===== config.mk =====
export PLATFORM = sky130hd
export DESIGN_NAME = addsub_datapath
export DESIGN_NICKNAME = d
export VERILOG_FILES = /design/src/rtl/addsub_pkg.sv /design/src/rtl/addsub_adder.sv /design/src/rtl/addsub_datapath.sv
export SDC_FILE = /design/constraint.sdc
export NUM_CORES = 1
export LEC_CHECK = 0
export CAP_MARGIN = 20
export CORE_MARGIN = 10
export CORE_UTILIZATION = 48
export CTS_CLUSTER_SIZE = 24
export DETAILED_ROUTE_END_ITERATION = 8
export PLACE_DENSITY = 0.79
export SLEW_MARGIN = 5
export SYNTH_ARGS = -nofsm -noshare
export SYNTH_HDL_FRONTEND = slang
export SYNTH_SLANG_ARGS = --single-unit

===== constraint.sdc =====
create_clock -name clk -period 4.6 [get_ports clk]
set_clock_uncertainty 0.05 [all_clocks]
set_input_delay 1.15 -clock clk [delete_from_list [all_inputs] [get_ports clk]]
set_output_delay 1.15 -clock clk [all_outputs]
set_load 0.02 [all_outputs]

===== src/rtl/addsub_pkg.sv =====
// Shared constants for the sign-magnitude add/subtract datapath: default width,
// timing-strobe indices, adder operand selection and a strobe-validity helper.
package addsub_pkg;

    localparam int WIDTH_DEFAULT = 8;
    localparam int NUM_STROBES   = 8;

    // Strobe indices as issued by the sequencing control unit.
    localparam int T_IDLE  = 0;  // operand load
    localparam int T_NEGB  = 1;  // negate B sign for subtraction
    localparam int T_TEST  = 2;  // S valid for branching
    localparam int T_ADD   = 3;  // magnitude add
    localparam int T_SUB   = 4;  // magnitude subtract (A + ~B + 1)
    localparam int T_CHECK = 5;  // E valid for branching
    localparam int T_COMP  = 6;  // ones' complement of A
    localparam int T_INC   = 7;  // increment A, flip sign

    typedef enum logic [1:0] {
        ADD_OP_B    = 2'd0,
        ADD_OP_NOTB = 2'd1,
        ADD_OP_ZERO = 2'd2
    } adder_sel_e;

    function automatic logic is_onehot(input logic [NUM_STROBES-1:0] t);
        return (t != '0) && ((t & (t - 1'b1)) == '0);
    endfunction

endpackage


===== src/rtl/addsub_adder.sv =====
// Ripple-carry adder with carry-in; shared by the add, subtract and increment
// micro-operations of addsub_datapath.
module addsub_adder #(
    parameter int W = 8
) (
    input  logic [W-1:0] a_i,
    input  logic [W-1:0] b_i,
    input  logic         cin_i,
    output logic [W-1:0] sum_o,
    output logic         cout_o
);

    logic [W:0] carry;

    assign carry[0] = cin_i;

    for (genvar gi = 0; gi < W; gi++) begin : g_bit
        assign sum_o[gi]    = a_i[gi] ^ b_i[gi] ^ carry[gi];
        assign carry[gi+1]  = (a_i[gi] & b_i[gi]) | (carry[gi] & (a_i[gi] ^ b_i[gi]));
    end

    assign cout_o = carry[W];

endmodule


===== src/rtl/addsub_datapath.sv =====
// Sign-magnitude add/subtract datapath driven by one-hot timing strobes T[7:0].
// Optional macro ADDSUB_ZERO_FIX_EN forces a positive sign on a zero difference.
module addsub_datapath
    import addsub_pkg::*;
#(
    parameter int WIDTH = WIDTH_DEFAULT
) (
    input  logic                   clk,
    input  logic                   reset,
    input  logic [NUM_STROBES-1:0] T,
    input  logic                   load,
    input  logic [WIDTH:0]         a_in,
    input  logic [WIDTH:0]         b_in,
    output logic                   S,
    output logic                   E,
    output logic [WIDTH:0]         result,
    output logic                   ovf,
    output logic                   done,
    output logic                   onehot_err
);

    logic             as_q,   as_d;
    logic [WIDTH-1:0] a_q,    a_d;
    logic             bs_q,   bs_d;
    logic [WIDTH-1:0] b_q,    b_d;
    logic             e_q,    e_d;
    logic             avf_q,  avf_d;
    logic             done_q, done_d;
    logic             err_q,  err_d;

    logic             strobe_ok;
    adder_sel_e       add_sel;
    logic [WIDTH-1:0] add_b;
    logic             add_cin;
    logic [WIDTH-1:0] add_sum;
    logic             add_cout;

    assign strobe_ok = is_onehot(T);

    // One adder serves T3 (A+B), T4 (A+~B+1) and T7 (A+0+1).
    always_comb begin
        add_sel = ADD_OP_B;
        add_cin = 1'b0;
        if (T[T_SUB]) begin
            add_sel = ADD_OP_NOTB;
            add_cin = 1'b1;
        end else if (T[T_INC]) begin
            add_sel = ADD_OP_ZERO;
            add_cin = 1'b1;
        end
        case (add_sel)
            ADD_OP_B:    add_b = b_q;
            ADD_OP_NOTB: add_b = ~b_q;
            default:     add_b = '0;
        endcase
    end

    addsub_adder #(
        .W(WIDTH)
    ) u_adder (
        .a_i    (a_q),
        .b_i    (add_b),
        .cin_i  (add_cin),
        .sum_o  (add_sum),
        .cout_o (add_cout)
    );

    always_comb begin
        as_d   = as_q;
        a_d    = a_q;
        bs_d   = bs_q;
        b_d    = b_q;
        e_d    = e_q;
        avf_d  = avf_q;
        done_d = 1'b0;
        err_d  = err_q;

        if (T != '0 && !strobe_ok) begin
            // Conflicting strobes: freeze the datapath, latch the violation.
            err_d = 1'b1;
        end else if (strobe_ok) begin
            if (T[T_IDLE] && load) begin
                as_d  = a_in[WIDTH];
                a_d   = a_in[WIDTH-1:0];
                bs_d  = b_in[WIDTH];
                b_d   = b_in[WIDTH-1:0];
                e_d   = 1'b0;
                avf_d = 1'b0;
            end
            if (T[T_NEGB]) begin
                bs_d = ~bs_q;
            end
            if (T[T_ADD]) begin
                a_d    = add_sum;
                e_d    = add_cout;
                avf_d  = add_cout;
                done_d = 1'b1;
            end
            if (T[T_SUB]) begin
                a_d   = add_sum;
                e_d   = add_cout;
                avf_d = 1'b0;
            end
            if (T[T_CHECK] && e_q) begin
                done_d = 1'b1;
`ifdef ADDSUB_ZERO_FIX_EN
                if (a_q == '0) begin
                    as_d = 1'b0;
                end
`endif
            end
            if (T[T_COMP]) begin
                a_d = ~a_q;
            end
            if (T[T_INC]) begin
                a_d    = add_sum;
                as_d   = ~as_q;
                done_d = 1'b1;
            end
        end
    end

    always_ff @(posedge clk or negedge reset) begin
        if (!reset) begin
            as_q   <= 1'b0;
            a_q    <= '0;
            bs_q   <= 1'b0;
            b_q    <= '0;
            e_q    <= 1'b0;
            avf_q  <= 1'b0;
            done_q <= 1'b0;
            err_q  <= 1'b0;
        end else begin
            as_q   <= as_d;
            a_q    <= a_d;
            bs_q   <= bs_d;
            b_q    <= b_d;
            e_q    <= e_d;
            avf_q  <= avf_d;
            done_q <= done_d;
            err_q  <= err_d;
        end
    end

    assign S          = as_q ^ bs_q;
    assign E          = e_q;
    assign result     = {as_q, a_q};
    assign ovf        = avf_q;
    assign done       = done_q;
    assign onehot_err = err_q;

endmodule


==> flow_metrics.py, run 1 <==
metrics = {
    "outcome": {
        "status": "complete, no violations",
    },
    "floorplan": {
        "die_h_um": 76.39,
        "fp-row-count": 20,
        "core_area_um2": 3053,
        "die-area_um2": 5835,
        "dieWidth_um": 76.39,
        "num_io_pins": 43,
        "initial_core_util_pct": 50.00,
    },
    "logic_synthesis": {
        "mappedNetlistArea_um2": 1526,
        "synth_cell_types": 43,
        "synth_ff_type": "dfrtp_1",
        "synth_edf_count": 0,
        "synth_top_family_by_area": "compound AO/OA/AOI/OAI gates",
        "synth_simple_gate_area_share_pct": 18.20,
        "netlist_instances": 158,
        "synth_mux_area_share_pct": 11.56,
        "synthAdderAreaFrac_pct": 11.15,
        "synth-compound-area-share_pct": 18.44,
        "synth_seq_cells": 22,
        "yosysWarnings": 0,
        "syn_nets": 195,
        "postSynthAreaPerCell_um2": 9.661,
        "synthArstFlopShare_pct": 100.0,
        "synth_xor_area_share_pct": 0.5738,
        "yosysSeqAreaShare_pct": 36.07,
    },
    "setup_path": {
        "cp-start-kind": "input pin",
        "cp_num_buf_inv": 5,
        "critical_path.slowest_cell": "fa_1",
        "crit_top_cell": "fa_2",
        "cp_data_required_time_ns": 4.76,
        "critPathCaptureType": "flip-flop",
        "criticalPathCategory": "in2reg",
        "cp_cell_sequence": "buf_8 > buf_6 > mux2i_4 > fa_2 > fa_2 > inv_2 > fa_2 > fa_2 > inv_2 > fa_2 > inv_2 > fa_2 > fa_2 > fa_1 > a22oi_2 > nor2_1 > a211oi_1 > o21ai_1",
        "arrival_ns": 4.67,
        "crit_fanout": 3,
        "path_delay_family": "adder cells",
        "cp_slowest_stage_delay_ns": 0.48,
    },
    "route": {
        "vias_per_cell": 5.660,
        "dr.pass1.iters": 5,
        "drt-initial-drc-count": 83,
        "ant_nets": 0,
        "vias": 1415,
        "drc_errors": 0,
        "wirelength_um": 4263,
        "avgRoutedWirePerCell_um": 17.05,
    },
    "sta": {
        "tightestPinTransition_ns": 0.5188,
        "min_period_over_period_pct": 97.93,
        "relSlewSlack_pct": 65.30,
        "setup_violations": 0,
        "period_needed_ns": 4.505,
        "fmax_ghz": 0.2220,
        "final-hold-violation-count": 0,
        "slew_violations": 0,
    },
    "grt": {
        "grt_pass1_wl_um": 7162,
        "grt.total_usage_pct": 14.65,
        "antenna_found_initial": 0,
        "grt_max_degree": 23,
        "grt_pass1_vias": 1493,
        "grt-ovfl-total": 0,
    },
    "run": {
        "maxCapViolations": 0,
    },
    "placed_design": {
        "gp_congestion": 0.8365,
        "portBuffers": 42,
        "postPlaceCellArea_um2": 2038,
        "dp_hpwl_um": 3239,
    },
    "power_and_ir_drop": {
        "irDropWorstVdd_mv": 0.2660,
        "powerDensity_nw_per_um2": 440.1,
        "power_w": 0.0009515,
        "p_leak_nw": 0.9018,
    },
    "cells_and_area": {
        "fin_area_um2": 2162,
        "area.growth.synth_to_final_pct": 41.64,
        "seqCellArea_um2": 550.5,
        "finalNetCount": 244,
        "fin_util_pct": 70.82,
        "final_common_cell": "clkdlybuf4s50_1",
        "mostFrequentLayoutCells": "40 x clkdlybuf4s50_1, 22 x dfrtp_1, 18 x nor2_1, 13 x o21ai_0",
        "num_antenna_cells": 0,
        "multi_input_area_um2": 960.9,
        "drive_above_1_share_pct": 23.30,
        "fill_cells": 246,
    },
    "cts": {
        "path_clk_slew_ns": 0.14,
        "root_buffer": "clkbuf_4",
        "ctsLongestPathBuffers": 2,
        "cts.htree.levels": 1,
        "cts_buffers": 3,
        "clock-sinks": 22,
        "tritoncts": "done",
        "insertion_delay_ns": 0.33,
    },
    "hold_path": {
        "hp-class": "reg2reg",
    },
}
==> metal layers <==
metal,share of wire [%],global-route usage [%],wire length [µm],vias up
met5,0,0,0,-
met4,2.4,5.762,103,0
met3,7.2,3.538,309,11
met2,51,24.66,2156,57
met1,40,17.48,1693,680
li1,-,-,-,667
==> what timing repair did <==
action	in CTS	in global routing
pin swaps	12	8
resized for setup	25	1
setup endpoints to repair	3	1
hold buffers	0	0
buffers inserted	2	0
==> where the power goes <==
part / leakage [nW] / switching (W) / total (W) / internal, W
logic: 0.587 / 0.000237 / 0.000495 / 0.000258
registers: 0.287 / 0.0000584 / 0.000300 / 0.000241
clock network: 0.0279 / 0.0000685 / 0.000157 / 0.0000882
total: 0.902 / 0.000364 / 0.000951 / 0.000588
==> through the flow <==
stage | setup slack (ns) | hold slack [ns] | std cells | setup TNS, ns
after global placement | -0.6226 | 0.4152 | 243 | -1.357
final | 0.09513 | 0.4579 | 250 | 0
after floorplan | -0.08752 | 0.4160 | 158 | -0.08752
after detailed placement | -0.7469 | 0.4145 | 243 | -1.817
after CTS | -0.01278 | 0.4568 | 249 | -0.01278
after global routing | -0.01381 | 0.4724 | 250 | -0.01381
==> synth_stat cells (2+ instances only) <==
| master | n | area (µm²) |
|---|---|---|
| dfrtp_1 | 22 | 550.5 |
| nor2_1 | 19 | 71.32 |
| o21ai_0 | 14 | 70.07 |
| mux2_2 | 11 | 123.9 |
| nand2_1 | 11 | 41.29 |
| a22oi_1 | 8 | 60.06 |
| fa_1 | 8 | 160.2 |
| inv_1 | 7 | 26.28 |
| a21oi_1 | 6 | 30.03 |
| a211oi_1 | 5 | 37.54 |
| clkbuf_1 | 5 | 18.77 |
| nor3_1 | 5 | 25.02 |
| mux2i_1 | 3 | 30.03 |
| and3_1 | 2 | 12.51 |
| mux2_1 | 2 | 22.52 |
| nand4b_1 | 2 | 17.52 |
| o22ai_1 | 2 | 12.51 |
==> cells by family after synthesis <==
family,after synthesis
simple gates,51
compound gates,44
flops,22
mux,16
buf+inv,15
fa+ha+maj,9
xor+xnor,1
==> registers in the layout, indices dropped and copies added, names as in the netlist <==
name	count
b_q	8
a_q	8
E	1
ovf	1
bs_q	1
as_q	1
onehot_err	1
done	1
==> worst paths after layout <==
kind | from | endpoint | slack [ns] | cells after the start
worst max-delay path | T[4] | a_q[7]$_DFFE_PN0P_ | 0.1 | 18
worst min-delay path | onehot_err$_DFFE_PN0P_ | onehot_err$_DFFE_PN0P_ | 0.46 | 1
worst max register to register | b_q[0]$_DFFE_PN0P_ | a_q[7]$_DFFE_PN0P_ | 0.57 | 16
worst min register to register | onehot_err$_DFFE_PN0P_ | onehot_err$_DFFE_PN0P_ | 0.46 | 1
max in group asynchronous | reset | b_q[5]$_DFFE_PN0P_ | 2.98 | 2
min in group asynchronous | reset | a_q[0]$_DFFE_PN0P_ | 1.07 | 1
==> cell type report <==
class | instances | share of cell area, %
Inverter | 7 | 1.215
Multi-Input combinational cell | 121 | 44.44
Clock buffer | 3 | 1.042
Tap cell | 44 | 2.546
Clock inverter | 1 | 1.389
Timing Repair Buffer | 52 | 23.90
Sequential cell | 22 | 25.46
(Power assumes the default switching activity.)
==> inputs of run 2 (changes only) <==
--- a/config.mk
+++ b/config.mk
@@ -7,10 +7,11 @@
 export LEC_CHECK = 0
 export CAP_MARGIN = 20
 export CORE_MARGIN = 10
-export CORE_UTILIZATION = 48
+export CORE_UTILIZATION = 53
+export CTS_BUF_LIST = sky130_fd_sc_hd__clkbuf_8
 export CTS_CLUSTER_SIZE = 24
 export DETAILED_ROUTE_END_ITERATION = 8
-export PLACE_DENSITY = 0.79
+export PLACE_DENSITY = 0.86
 export SLEW_MARGIN = 5
 export SYNTH_ARGS = -nofsm -noshare
 export SYNTH_HDL_FRONTEND = slang
==> constraint.sdc (replaced) <==
create_clock -name clk -period 5.2 [get_ports clk]
set_clock_uncertainty 0.05 [all_clocks]
set_input_delay 1.3 -clock clk [delete_from_list [all_inputs] [get_ports clk]]
set_output_delay 1.3 -clock clk [all_outputs]
set_load 0.02 [all_outputs]
==> flow_metrics.py, run 2 (same netlist as run 1, synthesis figures left out) <==
metrics = {
    "outcome": {
        "status": "complete, no violations",
    },
    "floorplan": {
        "die_h_um": 73.67,
        "die-area_um2": 5427,
        "num_io_pins": 43,
        "core_area_um2": 2758,
        "fp-row-count": 19,
        "initial_core_util_pct": 55.35,
        "dieWidth_um": 73.67,
    },
    "cells_and_area": {
        "multi_input_area_um2": 935.9,
        "seqCellArea_um2": 550.5,
        "final_common_cell": "clkdlybuf4s50_1",
        "area.growth.synth_to_final_pct": 37.13,
        "fin_util_pct": 75.91,
        "finalNetCount": 240,
        "fin_area_um2": 2093,
        "top_regs": "a_q (8), b_q (8)",
        "fill_cells": 200,
        "num_antenna_cells": 0,
        "mostFrequentLayoutCells": "40 x clkdlybuf4s50_1, 22 x dfrtp_1, 18 x nor2_1, 13 x o21ai_0",
        "drive_above_1_share_pct": 17.33,
    },
    "grt": {
        "grt_pass1_wl_um": 7127,
        "grt.total_usage_pct": 16.50,
        "grt_max_degree": 23,
        "antenna_found_initial": 0,
        "grt-ovfl-total": 0,
        "grt_pass1_vias": 1466,
    },
    "placed_design": {
        "dp_hpwl_um": 3192,
        "pre_cts_slack_ns": -0.3133,
        "postPlaceCellArea_um2": 1981,
        "gp_congestion": 0.8724,
        "portBuffers": 42,
    },
    "cts": {
        "clock-sinks": 22,
        "ctsLongestPathBuffers": 2,
        "post_cts_buffers": 0,
        "tritoncts": "done",
        "path_clk_slew_ns": 0.09,
        "cts_buffers": 3,
        "root_buffer": "clkbuf_8",
        "cts.htree.levels": 1,
        "insertion_delay_ns": 0.27,
    },
    "route": {
        "vias_per_cell": 5.948,
        "wirelength_um": 4416,
        "avgRoutedWirePerCell_um": 18.95,
        "dr.pass1.iters": 4,
        "drt-initial-drc-count": 106,
        "vias": 1386,
        "drc_errors": 0,
        "ant_nets": 0,
    },
    "setup_path": {
        "cp_data_required_time_ns": 5.31,
        "arrival_ns": 5.13,
        "crit_fanout": 3,
        "cp_slowest_stage_delay_ns": 0.51,
        "cp_cell_sequence": "dlygate4sd2_1 > buf_4 > mux2i_2 > fa_2 > fa_1 > inv_1 > fa_2 > fa_1 > inv_1 > fa_1 > inv_1 > fa_2 > fa_2 > fa_1 > a22oi_1 > nor2_1 > a211oi_2 > o21ai_1",
        "cp-start-kind": "input pin",
        "criticalPathCategory": "in2reg",
        "r2r_slack_ns": 1.14,
        "critical_path.slowest_cell": "fa_1",
        "critPathCaptureType": "flip-flop",
    },
    "power_and_ir_drop": {
        "irDropWorstVdd_mv": 0.3625,
        "powerDensity_nw_per_um2": 402.8,
        "p_leak_nw": 0.8884,
        "power_w": 0.0008432,
    },
    "sta": {
        "period_needed_ns": 5.017,
        "slew_violations": 0,
        "fmax_ghz": 0.1993,
        "setup_violations": 0,
        "tightestPinTransition_ns": 0.5265,
        "final-hold-violation-count": 0,
        "relSlewSlack_pct": 64.79,
        "worst_slack_ns": 0.1831,
        "min_period_over_period_pct": 96.48,
    },
    "hold_path": {
        "hp-class": "reg2reg",
    },
    "run": {
        "maxCapViolations": 0,
    },
}
==> run 2: through the flow <==
stage	hold slack [ns]	std cells	setup TNS (ns)
finish	0.4316	233	0
global route	0.4477	233	-0.008427
floorplan	0.4160	158	0
detailed placement	0.4164	227	-0.3133
CTS	0.4353	231	0
global placement	0.4099	227	-0.1568
==> run 2: layer usage <==
layer,part of all wire (%),track usage [%],vias up
li1,-,-,656
met1,40,20.84,670
met2,52,26.99,53
met3,6.7,3.365,7
met4,1.3,6.004,0
met5,0,0,-
==> run 2: final timing paths <==
| check | cells past startpoint | to | start |
|---|---|---|---|
| worst max-delay path | 18 | a_q[7]$_DFFE_PN0P_ | T[4] |
| worst min-delay path | 1 | ovf$_DFFE_PN0P_ | ovf$_DFFE_PN0P_ |
| worst max register to register | 16 | a_q[7]$_DFFE_PN0P_ | b_q[0]$_DFFE_PN0P_ |
| worst min register to register | 1 | ovf$_DFFE_PN0P_ | ovf$_DFFE_PN0P_ |
| max in group asynchronous | 2 | bs_q$_DFFE_PN0P_ | reset |
| min in group asynchronous | 1 | a_q[3]$_DFFE_PN0P_ | reset |
==> run 2: power breakdown <==
group	leakage (nW)	total [W]	internal, W	switching [W]
combinational	0.565	0.000412	0.000209	0.000203
sequential	0.287	0.000264	0.000214	0.0000509
clock	0.0357	0.000167	0.000103	0.0000636
==> run 2: timing repair <==
item / CTS / global route
setup endpoints to repair: 1 / 1
pin swaps: 5 / 0
hold buffers: 0 / 0
hold endpoints to repair: 0 / 0
gates resized for setup: 8 / 2
==> run 2: layout make-up <==
| class | instances | share of cell area (%) |
|---|---|---|
| Multi-Input combinational cell | 121 | 44.71 |
| Inverter | 7 | 1.255 |
| Sequential cell | 22 | 26.30 |
| Clock inverter | 1 | 1.435 |
| Clock buffer | 3 | 1.973 |
| Timing Repair Buffer | 48 | 22.47 |
| Tap cell | 31 | 1.853 |
==> run 2: critical path, delay by kind of cell <==
family	cells	cell delay [ns]
AOI/OAI and AO/OA	3	0.52
adders and majority gates	8	2.46
and+or+nand+nor	1	0.09
muxes	1	0.19
buffers and inverters	5	0.58
